### config.mk
export PLATFORM = sky130hd
export DESIGN_NAME = mem_ctrl
export DESIGN_NICKNAME = d
export VERILOG_FILES = /design/src/rtl/mem_ctrl.sv
export SDC_FILE = /design/constraint.sdc
export NUM_CORES = 1
export LEC_CHECK = 0
export BUFFER_PORTS_ARGS = -buffer_cell sky130_fd_sc_hd__buf_4
export CORE_AREA = 2 2 118 120
export DETAILED_ROUTE_END_ITERATION = 6
export DIE_AREA = 0 0 120 122
export PLACE_DENSITY = 0.91
export SLEW_MARGIN = 20
export SYNTH_ARGS = -nofsm -noshare
export SYNTH_HDL_FRONTEND = slang
export SYNTH_SLANG_ARGS = --single-unit
### constraint.sdc
create_clock -name clk -period 1.7 [get_ports clk]
set_input_delay 0.255 -clock clk [delete_from_list [all_inputs] [get_ports clk]]
set_output_delay 0.255 -clock clk [all_outputs]
set_load 0.01 [all_outputs]
### src/rtl/mem_ctrl.sv
// Data-memory stage: LB/LBU/LW/SB/SW over a req/ack data bus, 1-cycle passthrough for non-memory ops.
// Memory ops take >=3 edges; stallreq freezes upstream until DONE, misaligned words abort with a pulse.
module mem_ctrl (
  input  logic        clk,
  input  logic        rst,
  input  logic [4:0]  mem_wd,
  input  logic        mem_wreg,
  input  logic [31:0] mem_wdata,
  input  logic [2:0]  mem_op,
  input  logic [31:0] mem_addr,
  input  logic [31:0] mem_sdata,
  output logic        bus_req,
  output logic        bus_we,
  output logic [31:0] bus_addr,
  output logic [3:0]  bus_sel,
  output logic [31:0] bus_wdata,
  input  logic [31:0] bus_rdata,
  input  logic        bus_ack,
  output logic [4:0]  wb_wd,
  output logic        wb_wreg,
  output logic [31:0] wb_wdata,
  output logic        stallreq,
  output logic        misalign
);

  typedef enum logic [1:0] {IDLE, BUSY, DONE} state_t;

  localparam logic [2:0] OP_LB  = 3'd1;
  localparam logic [2:0] OP_LBU = 3'd2;
  localparam logic [2:0] OP_LW  = 3'd3;
  localparam logic [2:0] OP_SB  = 3'd4;
  localparam logic [2:0] OP_SW  = 3'd5;

  state_t      state, state_nxt;
  logic [31:0] rdata_q;
  logic        op_valid, is_word, is_store, misaligned, start;
  logic [7:0]  rd_byte;
  logic [31:0] result;

  always_comb begin
    op_valid   = (mem_op >= OP_LB) && (mem_op <= OP_SW);
    is_word    = (mem_op == OP_LW) || (mem_op == OP_SW);
    is_store   = (mem_op == OP_SB) || (mem_op == OP_SW);
    misaligned = is_word && (mem_addr[1:0] != 2'b00);
    start      = op_valid && !misaligned;
  end

  // Byte lane selection is little-endian: lane k holds bits [8k+7:8k].
  always_comb begin
    rd_byte = rdata_q[7:0];
    case (mem_addr[1:0])
      2'd0:    rd_byte = rdata_q[7:0];
      2'd1:    rd_byte = rdata_q[15:8];
      2'd2:    rd_byte = rdata_q[23:16];
      default: rd_byte = rdata_q[31:24];
    endcase
  end

  always_comb begin
    result = mem_wdata;
    case (mem_op)
      OP_LB:   result = {{24{rd_byte[7]}}, rd_byte};
      OP_LBU:  result = {24'd0, rd_byte};
      OP_LW:   result = rdata_q;
      default: result = mem_wdata;
    endcase
  end

  always_ff @(posedge clk) begin
    if (rst) state <= IDLE;
    else     state <= state_nxt;
  end

  always_comb begin
    state_nxt = state;
    case (state)
      IDLE:    if (start) state_nxt = BUSY;
      BUSY:    if (bus_ack) state_nxt = DONE;
      DONE:    state_nxt = IDLE;
      default: state_nxt = IDLE;
    endcase
  end

  always_comb begin
    stallreq = 1'b0;
    if (!rst) begin
      case (state)
        IDLE:    stallreq = start;
        BUSY:    stallreq = 1'b1;
        default: stallreq = 1'b0;
      endcase
    end
  end

  always_ff @(posedge clk) begin
    if (rst) begin
      bus_req   <= 1'b0;
      bus_we    <= 1'b0;
      bus_addr  <= 32'd0;
      bus_sel   <= 4'd0;
      bus_wdata <= 32'd0;
      rdata_q   <= 32'd0;
      wb_wd     <= 5'd0;
      wb_wreg   <= 1'b0;
      wb_wdata  <= 32'd0;
      misalign  <= 1'b0;
    end else begin
      misalign <= 1'b0;
      case (state)
        IDLE: begin
          if (op_valid) begin
            wb_wd    <= 5'd0;
            wb_wreg  <= 1'b0;
            wb_wdata <= 32'd0;
          end else begin
            wb_wd    <= mem_wd;
            wb_wreg  <= mem_wreg;
            wb_wdata <= mem_wdata;
          end
          if (start) begin
            bus_req   <= 1'b1;
            bus_we    <= is_store;
            bus_addr  <= {mem_addr[31:2], 2'b00};
            bus_sel   <= is_word ? 4'b1111 : (4'b0001 << mem_addr[1:0]);
            bus_wdata <= (mem_op == OP_SW) ? mem_sdata
                       : (mem_op == OP_SB) ? {4{mem_sdata[7:0]}} : 32'd0;
          end else if (op_valid) begin
            misalign <= 1'b1;
          end
        end
        BUSY: begin
          wb_wd    <= 5'd0;
          wb_wreg  <= 1'b0;
          wb_wdata <= 32'd0;
          if (bus_ack) begin
            bus_req <= 1'b0;
            bus_we  <= 1'b0;
            rdata_q <= bus_rdata;
          end
        end
        DONE: begin
          wb_wd    <= mem_wd;
          wb_wreg  <= mem_wreg;
          wb_wdata <= result;
        end
        default: begin
          wb_wd    <= 5'd0;
          wb_wreg  <= 1'b0;
          wb_wdata <= 32'd0;
        end
      endcase
    end
  end

endmodule
==> results of run 1 <==
==> critical path, cell delays in order <==
cell and delay, ns:
buf_4 0.16, or3_1 0.49, a31oi_1 0.24, nor3_2 0.07, buf_4 0.15
==> worst paths after layout <==
path | start | endpoint | slack, ns
min reg2reg | rdata_q[4]$_SDFFE_PP0P_ | rdata_q[4]$_SDFFE_PP0P_ | 0.46
max | mem_op[0] | stallreq | 0.08
min | mem_wd[4] | wb_wd[4]$_SDFF_PP0_ | 0.04
max reg2reg | state[1]$_SDFFE_PP0P_ | wb_wdata[18]$_SDFF_PP0_ | 0.12
==> kinds of logic after synthesis <==
logic type	count (synthesis)
compound gates	314
simple gates	208
flops	141
buf+inv	100
mux	10
fa+ha+maj	1
other cells	1
xor+xnor	1
==> registers in the layout, indices dropped and copies added (netlist names) <==
signal,flops
state,2
wb_wdata,32
bus_addr,30
wb_wreg,1
bus_wdata,32
bus_req,1
rdata_q,32
wb_wd,5
misalign,1
bus_sel,4
bus_we,1
==> cells in the mapped netlist (2+ instances only) <==
cell type / number
dfxtp_1: 141
a21oi_1: 113
nand2_1: 78
o21ai_0: 69
a22oi_1: 43
clkbuf_1: 38
nand3_1: 37
nor2_1: 27
a211oi_1: 26
buf_2: 23
inv_1: 20
nor3_1: 17
a21boi_0: 15
and2_1: 12
buf_4: 8
nand4_1: 8
a21o_1: 7
o21ai_1: 7
a32o_1: 6
buf_6: 6
a211oi_2: 5
nand3b_1: 5
a22o_1: 4
clkbuf_2: 4
mux2_2: 4
nor2b_1: 4
o211ai_1: 4
a2111o_1: 3
mux2i_1: 3
mux4_2: 3
nor2_2: 3
nor4_1: 3
a31oi_1: 2
and3_1: 2
nand2b_1: 2
o211a_1: 2
o21bai_1: 2
or3b_1: 2
==> report_power, final <==
part           leakage, nW  switching, mW  total [mW]  internal, mW
logic                 2.44          0.919        1.75         0.831
clock network        0.297           1.44        3.85          2.41
registers             1.15          0.128        3.66          3.53
==> metal layers <==
metal  GRT usage (%)  wire [µm]
met5               0          0
met4           14.04        760
met3           10.07       2244
met2           43.61       9928
met1           35.57       8490
==> cell type report <==
class	instances	area [µm²]	share of cell area, %
repair buffers	287	2296	24.97
clock inverters	11	156.4	1.701
multi-input cells	536	3158	34.34
well taps	180	225.2	2.449
clock buffers	21	460.4	5.007
inverters	20	75.07	0.8163
flip-flops and latches	141	2825	30.72
==> repair_timing <==
item,in CTS,in global routing
hold buffers,0,0
gates resized for setup,1,5
endpoints found under the setup margin,1,22
==> results.py, run 1 <==
metrics = {
    "synthesis": {
        "postSynthCellCount": 776,
        "syn_avg_cell_area_um2": 8.312,
        "synth_ff_type": "dfxtp_1",
        "synth_xor_area_share_pct": 0.1358,
        "synthSimpleGateAreaFrac_pct": 15.52,
        "muxShareOfSynthArea_pct": 2.211,
        "synth_top_family_by_area": "compound AO/OA/AOI/OAI gates",
        "synth_edf_count": 0,
        "yosysSeqAreaShare_pct": 43.76,
        "synth_compound_area_share_pct": 30.65,
        "synth_cell_type_count": 56,
        "yosysTopAreaCell": "dfxtp_1",
        "synthAdderAreaFrac_pct": 0.1552,
        "synth_top_area_share_pct": 43.76,
        "ys_ff_latch": 141,
        "yosysWarningCount": 0,
        "yosys-top-cells-area": "dfxtp_1 44%, a21oi_1 8.8%, o21ai_0 5.4%",
        "async_reset_ff_share_pct": 0,
        "syn_area_um2": 6450,
    },
    "layout": {
        "instances_no_fill": 1196,
        "nets": 1143,
        "design_area_um2": 9196,
        "drive_gt1_share_pct": 34.25,
        "final_cell_mix": "275 x buf_4, 139 x dfxtp_1, 113 x a21oi_1, 78 x nand2_1, 69 x o21ai_0",
        "n_antenna_cell": 0,
        "layout_commonest_cell": "buf_4",
        "area_growth_pct": 42.58,
        "fin_util_pct": 68.10,
        "nFillCells": 1039,
    },
    "placed_design": {
        "io_buffers": 247,
        "place_area_um2": 8562,
        "dp_slack_ns": -0.02164,
        "hpwl_mm": 14.88,
        "place_congestion": 0.9038,
        "place_inst": 1164,
    },
    "floorplan": {
        "die-width_um": 120,
        "io_pins": 250,
        "dieArea_um2": 14640,
        "dieHeight_um": 122,
        "start_util_pct": 47.76,
        "rows": 43,
        "core_um2": 13500,
    },
    "sta": {
        "fin_crit_sh_pct": 95.14,
        "clock.fmax_mhz": 618.3,
        "holdWs_ns": 0.03526,
        "relSlewSlack_pct": 52.46,
        "finalMaxSlewViolations": 0,
        "skew_ns": 0.007234,
        "hold_violations": 0,
        "rsz0062_at_grt": "no",
        "period_minus_slack_ns": 1.617,
        "fin_ws_ns": 0.08264,
        "worst_slew_pin_slew_ns": 0.7132,
        "finalSetupTns_ns": 0,
        "setup_viol": 0,
    },
    "pwr": {
        "p_leak_nw": 3.893,
        "peakVddDrop_v": 0.0005575,
        "fin_total_pwr_mw": 9.252,
        "powerDensity_nw_per_um2": 1006,
    },
    "routing": {
        "routed_wl_mm": 21.43,
        "drtAntennaViolNets": 0,
        "wire_per_inst_um": 17.91,
        "vias": 6949,
        "via_per_inst": 5.810,
        "drc": 8,
        "drt_iter0_markers": 677,
        "firstDrtPassIters": 7,
    },
    "clocking": {
        "clk_pin_slew_ns": 0.06,
        "clkSinkCount": 141,
        "htreeDepth": 4,
        "cts-root-buf": "clkbuf_16",
        "clock_path_buffers": 2,
        "cts_buffers": 17,
        "cts_tree": "yes",
        "post_cts_buffers": 0,
        "clkLatencyLatePin_ns": 0.43,
    },
    "setup_path": {
        "path_class": "primary input to output pin",
        "worstPathRequired_ns": 1.44,
        "setup.worst_path.end_class": "output pin",
        "crit_arrival_ns": 1.36,
        "ff2ff_path_depth": 5,
        "crit_fanout": 12,
        "critical_path.startpoint_type": "primary input",
    },
    "status": {
        "status": "complete, but fails checks",
        "violations": "DRC",
    },
    "hold_path": {
        "holdCritPathClass": "primary input to flop",
        "min_delay_path_depth": 2,
    },
    "global_routing": {
        "antenna_found_initial": 0,
        "grt_max_degree": 65,
        "grt_pass1_vias": 6399,
        "grt_pass1_wl_mm": 32.59,
        "track_usage_pct": 28.45,
        "grt_overflow": 0,
    },
    "run": {
        "drv_cap": 0,
    },
}
(Power assumes the default switching activity.)
==> run 2, diff against run 1 <==
--- a/config.mk
+++ b/config.mk
@@ -6,9 +6,9 @@
 export NUM_CORES = 1
 export LEC_CHECK = 0
 export BUFFER_PORTS_ARGS = -buffer_cell sky130_fd_sc_hd__buf_4
-export CORE_AREA = 2 2 118 120
+export CORE_AREA = 10 10 121 134
 export DETAILED_ROUTE_END_ITERATION = 6
-export DIE_AREA = 0 0 120 122
+export DIE_AREA = 0 0 131 144
 export PLACE_DENSITY = 0.91
 export SLEW_MARGIN = 20
 export SYNTH_ARGS = -nofsm -noshare
==> run 2 against run 1 <==
Largest power group unchanged; sequential power is essentially flat; clock power grew 9.4%; wire length grew 11%; clock skew is essentially flat; maximum frequency shrank 1.6%; the flow still finishes with violations (DRC); via count grew 0.16%; count of clock-buffer cells in the layout is the same.
==> results.py, run 2 (synthesis results as in run 1) <==
metrics = {
    "layout": {
        "layout_commonest_cell": "buf_4",
        "n_antenna_cell": 0,
        "drive_gt1_share_pct": 34.15,
        "final_cell_mix": "274 x buf_4, 140 x dfxtp_1, 113 x a21oi_1, 78 x nand2_1, 69 x o21ai_0",
        "biggestRegsByFlops": "bus_wdata x32, rdata_q x32, wb_wdata x32",
        "area_growth_pct": 43.69,
        "nets": 1143,
    },
    "pwr": {
        "p_switching_mw": 2.489,
        "powerDensity_nw_per_um2": 1041,
        "combPwrFrac_pct": 18.5,
        "switching_share_pct": 25.80,
        "internal_power_mw": 7.158,
        "peakVddDrop_v": 0.0006454,
        "p_leak_nw": 3.923,
        "pwr-share-seq_pct": 37.8,
        "p_clk_share_pct": 43.7,
    },
    "clocking": {
        "clkSinkCount": 141,
        "post_cts_buffers": 0,
        "postCtsHoldBufs": 0,
        "cts_tree": "yes",
        "post_cts_resized": 1,
        "cts-root-buf": "clkbuf_16",
        "clk_pin_slew_ns": 0.06,
        "clock_path_buffers": 2,
        "clkLatencyLatePin_ns": 0.43,
        "htreeDepth": 4,
        "cts_buffers": 17,
    },
    "setup_path": {
        "worstPathRequired_ns": 1.44,
        "crit_fanout": 13,
        "r2r_start": "state[1]$_SDFFE_PP0P_",
        "cp-startpoint": "mem_op[0]",
        "critical_path.startpoint_type": "primary input",
        "setup.worst_path.end_class": "output pin",
        "rrSetupSlack_ns": 0.11,
        "crit_arrival_ns": 1.39,
        "path_class": "primary input to output pin",
    },
    "status": {
        "status": "complete, but fails checks",
        "violations": "DRC",
    },
    "routing": {
        "drc": 3,
        "wire_per_inst_um": 19.78,
        "routed_wl_mm": 23.82,
        "drt_iter0_markers": 719,
        "vias": 6960,
        "firstDrtPassIters": 7,
        "via_per_inst": 5.781,
        "drtAntennaViolNets": 0,
    },
    "floorplan": {
        "rows": 45,
        "core_um2": 13570,
        "die-width_um": 131,
        "dieHeight_um": 144,
        "start_util_pct": 47.53,
        "dieArea_um2": 18860,
        "io_pins": 250,
    },
    "global_routing": {
        "grt_overflow": 0,
        "grt_max_degree": 63,
        "grt_pass1_vias": 6685,
        "grt_pass1_wl_mm": 35.31,
        "antenna_found_initial": 0,
        "track_usage_pct": 23.87,
    },
    "placed_design": {
        "place_congestion": 0.9150,
        "io_buffers": 247,
        "dp_slack_ns": -0.08065,
        "hpwl_mm": 17.03,
    },
    "sta": {
        "skew_ns": 0.007390,
        "clock.fmax_mhz": 608.5,
        "holdWs_ns": 0.02736,
        "relSlewSlack_pct": 53.83,
        "setup_viol": 0,
        "period_minus_slack_ns": 1.643,
        "worst_slew_pin_slew_ns": 0.6925,
        "hold_violations": 0,
        "fin_crit_sh_pct": 96.67,
        "fin_ws_ns": 0.05654,
        "finalMaxSlewViolations": 0,
        "rsz0062_at_grt": "no",
    },
    "hold_path": {
        "min_from": "mem_wd[4]",
        "holdCritPathClass": "primary input to flop",
    },
    "run": {
        "drv_cap": 0,
    },
}
-- run 2: cell types whose count changed in the layout (fill, tap and decap cells not counted), sizes merged --
cell,before,now
bufinv,3,6
clkinv,2,4
clkinvlp,2,0
inv,24,21
-- run 2: metrics by stage --
step                      area (µm²)  instances  setup TNS, ns  power (mW)  util (%)
after floorplan                 6454        777              0       4.574         -
after CTS                       9251       1204              0       9.623     68.18
after global routing            9268       1204              0       9.967     68.30
final                           9268       1204              0       9.647     68.30
after detailed placement        8584       1172        -0.3259       5.465     63.26
after global placement          8584       1172              0       5.424     63.26
-- run 2: metal layers --
layer	track usage, %	share of wire [%]	vias up
li1	-	-	3244
met1	27.96	37	3256
met2	38.13	48	375
met3	7.250	9.6	85
met4	13.12	4.8	0
met5	0	0	-
-- run 2: layout make-up --
class	instances	area [µm²]
clock buffers	21	450.4
fillers	1029	4302
flip-flops and latches	141	2824
well taps	188	235.2
inverters	20	75.07
clock inverters	11	212.7
multi-input cells	536	3162
repair buffers	287	2308
-- run 2: path summary, 6_finish.rpt --
| kind | endpoint | cells after the start |
|---|---|---|
| min reg2reg | bus_req$_SDFFE_PP0P_ | 2 |
| max | stallreq | 5 |
| min | wb_wd[4]$_SDFF_PP0_ | 2 |
| max reg2reg | wb_wdata[12]$_SDFF_PP0_ | 5 |
-- run 2: worst max-delay path: stages --
cell     delay, ns
buf_4         0.16
or3_1         0.50
a31oi_1       0.25
nor3_2        0.07
buf_4         0.16
-- run 2: power groups by stage --
stage	clock network [mW]	registers (mW)	logic, mW
finish	4.21	3.65	1.79
global route	4.38	3.67	1.92
CTS	4.21	3.64	1.77
detailed placement	0	3.71	1.76
global placement	0	3.70	1.72
floorplan	0	3.78	0.796
==> run 3, diff against run 2 <==
--- a/config.mk
+++ b/config.mk
@@ -6,10 +6,10 @@
 export NUM_CORES = 1
 export LEC_CHECK = 0
 export BUFFER_PORTS_ARGS = -buffer_cell sky130_fd_sc_hd__buf_4
-export CORE_AREA = 10 10 121 134
+export CORE_AREA = 10 10 151 167
 export DETAILED_ROUTE_END_ITERATION = 6
-export DIE_AREA = 0 0 131 144
-export PLACE_DENSITY = 0.91
+export DIE_AREA = 0 0 161 177
+export PLACE_DENSITY = 0.65
 export SLEW_MARGIN = 20
 export SYNTH_ARGS = -nofsm -noshare
 export SYNTH_HDL_FRONTEND = slang
==> run 3 against run 2 <==
The flow now finishes without violations; sequential share of layout area is 0.38 points lower; count of clock-buffer cells in the layout is 2 lower; worst setup slack better by 0.047 ns; total power is 6.8% lower; non-clock buffer count is 5 higher; largest cell class unchanged; highest routed layer unchanged; sequential cell count stayed put; largest power group is now registers.
==> results.py, run 3 (synthesis results as in run 1) <==
metrics = {
    "sta": {
        "clock.fmax_mhz": 626.2,
        "finalMaxSlewViolations": 0,
        "skew_ns": 0.01484,
        "worst_slew_pin_slew_ns": 0.6762,
        "holdWs_ns": 0.04537,
        "fin_crit_sh_pct": 93.93,
        "relSlewSlack_pct": 54.92,
        "period_minus_slack_ns": 1.597,
        "rsz0062_at_grt": "no",
        "setup_viol": 0,
        "hold_violations": 0,
    },
    "placed_design": {
        "hpwl_mm": 18.00,
        "place_area_um2": 8797,
        "io_buffers": 247,
        "place_congestion": 0.8672,
    },
    "layout": {
        "final_cell_mix": "278 x buf_4, 139 x dfxtp_1, 113 x a21oi_1, 78 x nand2_1, 69 x o21ai_0",
        "area_growth_pct": 45.59,
        "biggestRegsByFlops": "bus_wdata x32, rdata_q x32, wb_wdata x32",
        "nets": 1148,
        "drive_gt1_share_pct": 35.06,
        "design_area_um2": 9390,
        "n_antenna_cell": 0,
        "layout_commonest_cell": "buf_4",
    },
    "pwr": {
        "powerDensity_nw_per_um2": 957.4,
        "internal_power_mw": 6.432,
        "switching_share_pct": 28.45,
        "peakVddDrop_v": 0.0006369,
        "fin_total_pwr_mw": 8.990,
        "p_clk_share_pct": 39.5,
        "p_leak_nw": 3.912,
        "pwr-share-seq_pct": 40.6,
        "p_switching_mw": 2.558,
        "combPwrFrac_pct": 19.9,
    },
    "setup_path": {
        "critPathSlowestCell": "dfxtp_2",
        "path_cells": "buf_4 > a31oi_2 > nor3_2 > buf_4",
        "crit_family": "flip-flops",
        "worstPathRequired_ns": 1.44,
        "rrSetupSlack_ns": 0.13,
        "critical_path.startpoint_type": "flop",
        "worst_path_largest_cell_delay_ns": 0.39,
        "crit_fanout": 7,
        "setup.worst_path.end_class": "output pin",
        "crit_path_frequent_cell": "buf_4",
        "crit_arrival_ns": 1.34,
        "path_class": "flop to output pin",
        "path_buf_inv": 2,
    },
    "routing": {
        "via_per_inst": 5.042,
        "drc": 0,
        "routed_wl_mm": 24.30,
        "drtAntennaViolNets": 0,
        "wire_per_inst_um": 18.46,
        "vias": 6635,
        "drt_iter0_markers": 469,
        "firstDrtPassIters": 5,
    },
    "floorplan": {
        "dieArea_um2": 28500,
        "start_util_pct": 29.56,
        "core_um2": 21820,
        "die-width_um": 161,
        "rows": 57,
        "dieHeight_um": 177,
        "io_pins": 250,
    },
    "global_routing": {
        "grt_overflow": 0,
        "track_usage_pct": 16.40,
        "antenna_found_initial": 0,
        "grt_max_degree": 59,
        "grt_pass1_wl_mm": 37.35,
        "grt_pass1_vias": 6594,
    },
    "hold_path": {
        "holdCritPathClass": "primary input to flop",
    },
    "status": {
        "status": "finished, final reports clean",
    },
    "clocking": {
        "clkSinkCount": 141,
        "clock_path_buffers": 2,
        "cts-root-buf": "clkbuf_16",
        "clkLatencyLatePin_ns": 0.42,
        "htreeDepth": 4,
        "cts_buffers": 17,
        "post_cts_buffers": 0,
        "cts_tree": "yes",
        "clk_pin_slew_ns": 0.06,
        "postCtsHoldBufs": 0,
    },
    "run": {
        "drv_cap": 0,
    },
}
==> run 3: cell count changes in the layout (fill, tap and decap cells not counted), moves of 2 or more <==
cell	previous run	this run
clkinv_4	1	6
buf_4	274	278
bufinv_16	6	1
clkbuf_1	3	1
buf_12	12	14
==> run 3: path summary, 6_finish.rpt <==
| kind | from | end | cells past startpoint |
|---|---|---|---|
| worst max-delay path | state[0]$_SDFFE_PP0P_ | stallreq | 4 |
| worst min-delay path | mem_wd[0] | wb_wd[0]$_SDFF_PP0_ | 2 |
| worst max register to register | state[1]$_SDFFE_PP0P_ | wb_wdata[16]$_SDFF_PP0_ | 5 |
| worst min register to register | rdata_q[4]$_SDFFE_PP0P_ | rdata_q[4]$_SDFFE_PP0P_ | 2 |
==> run 3: layout make-up <==
type / instances / area [µm²]
clock buffer: 19 / 442.9
clock inverter: 13 / 118.9
fill: 2233 / 12430
inverter: 20 / 75.07
multi-input combinational: 536 / 3192
sequential: 141 / 2825
tap: 295 / 369.1
timing repair buffer: 292 / 2367
==> run 3: stage by stage <==
| step | instances | utilization [%] | setup WS (ns) | TNS, ns |
|---|---|---|---|---|
| floorplan | 777 | - | 0.2199 | 0 |
| global placement | 1284 | 40.31 | -0.003326 | -0.003326 |
| detailed placement | 1284 | 40.31 | -0.04311 | -0.5587 |
| CTS | 1316 | 42.91 | 0.006004 | 0 |
| global route | 1316 | 43.03 | 0.003977 | 0 |
| finish | 1316 | 43.03 | 0.1032 | 0 |
==> run 3: metal layers <==
metal  track usage [%]  up-vias  share of wire, %
li1                  -     3267                 -
met1             20.87     3092                44
met3             4.770       32               7.0
met4             6.373        0               2.2
met2             25.67      244                47
met5                 0        -                 0
==> run 3: power groups by stage <==
stage          logic, mW  clock network [mW]  registers, mW
6_report            1.79                3.55           3.65
3_5_place_dp        1.80                   0           3.71
2_1_floorplan      0.796                   0           3.78
5_1_grt             1.95                3.80           3.67
4_1_cts             1.80                3.66           3.64
3_3_place_gp        1.78                   0           3.71
==> run 3: repair_timing <==
item / in CTS / in global routing
setup endpoints to repair: 1 / 47
hold endpoints to repair: 0 / 0
gates resized for setup: 1 / 8
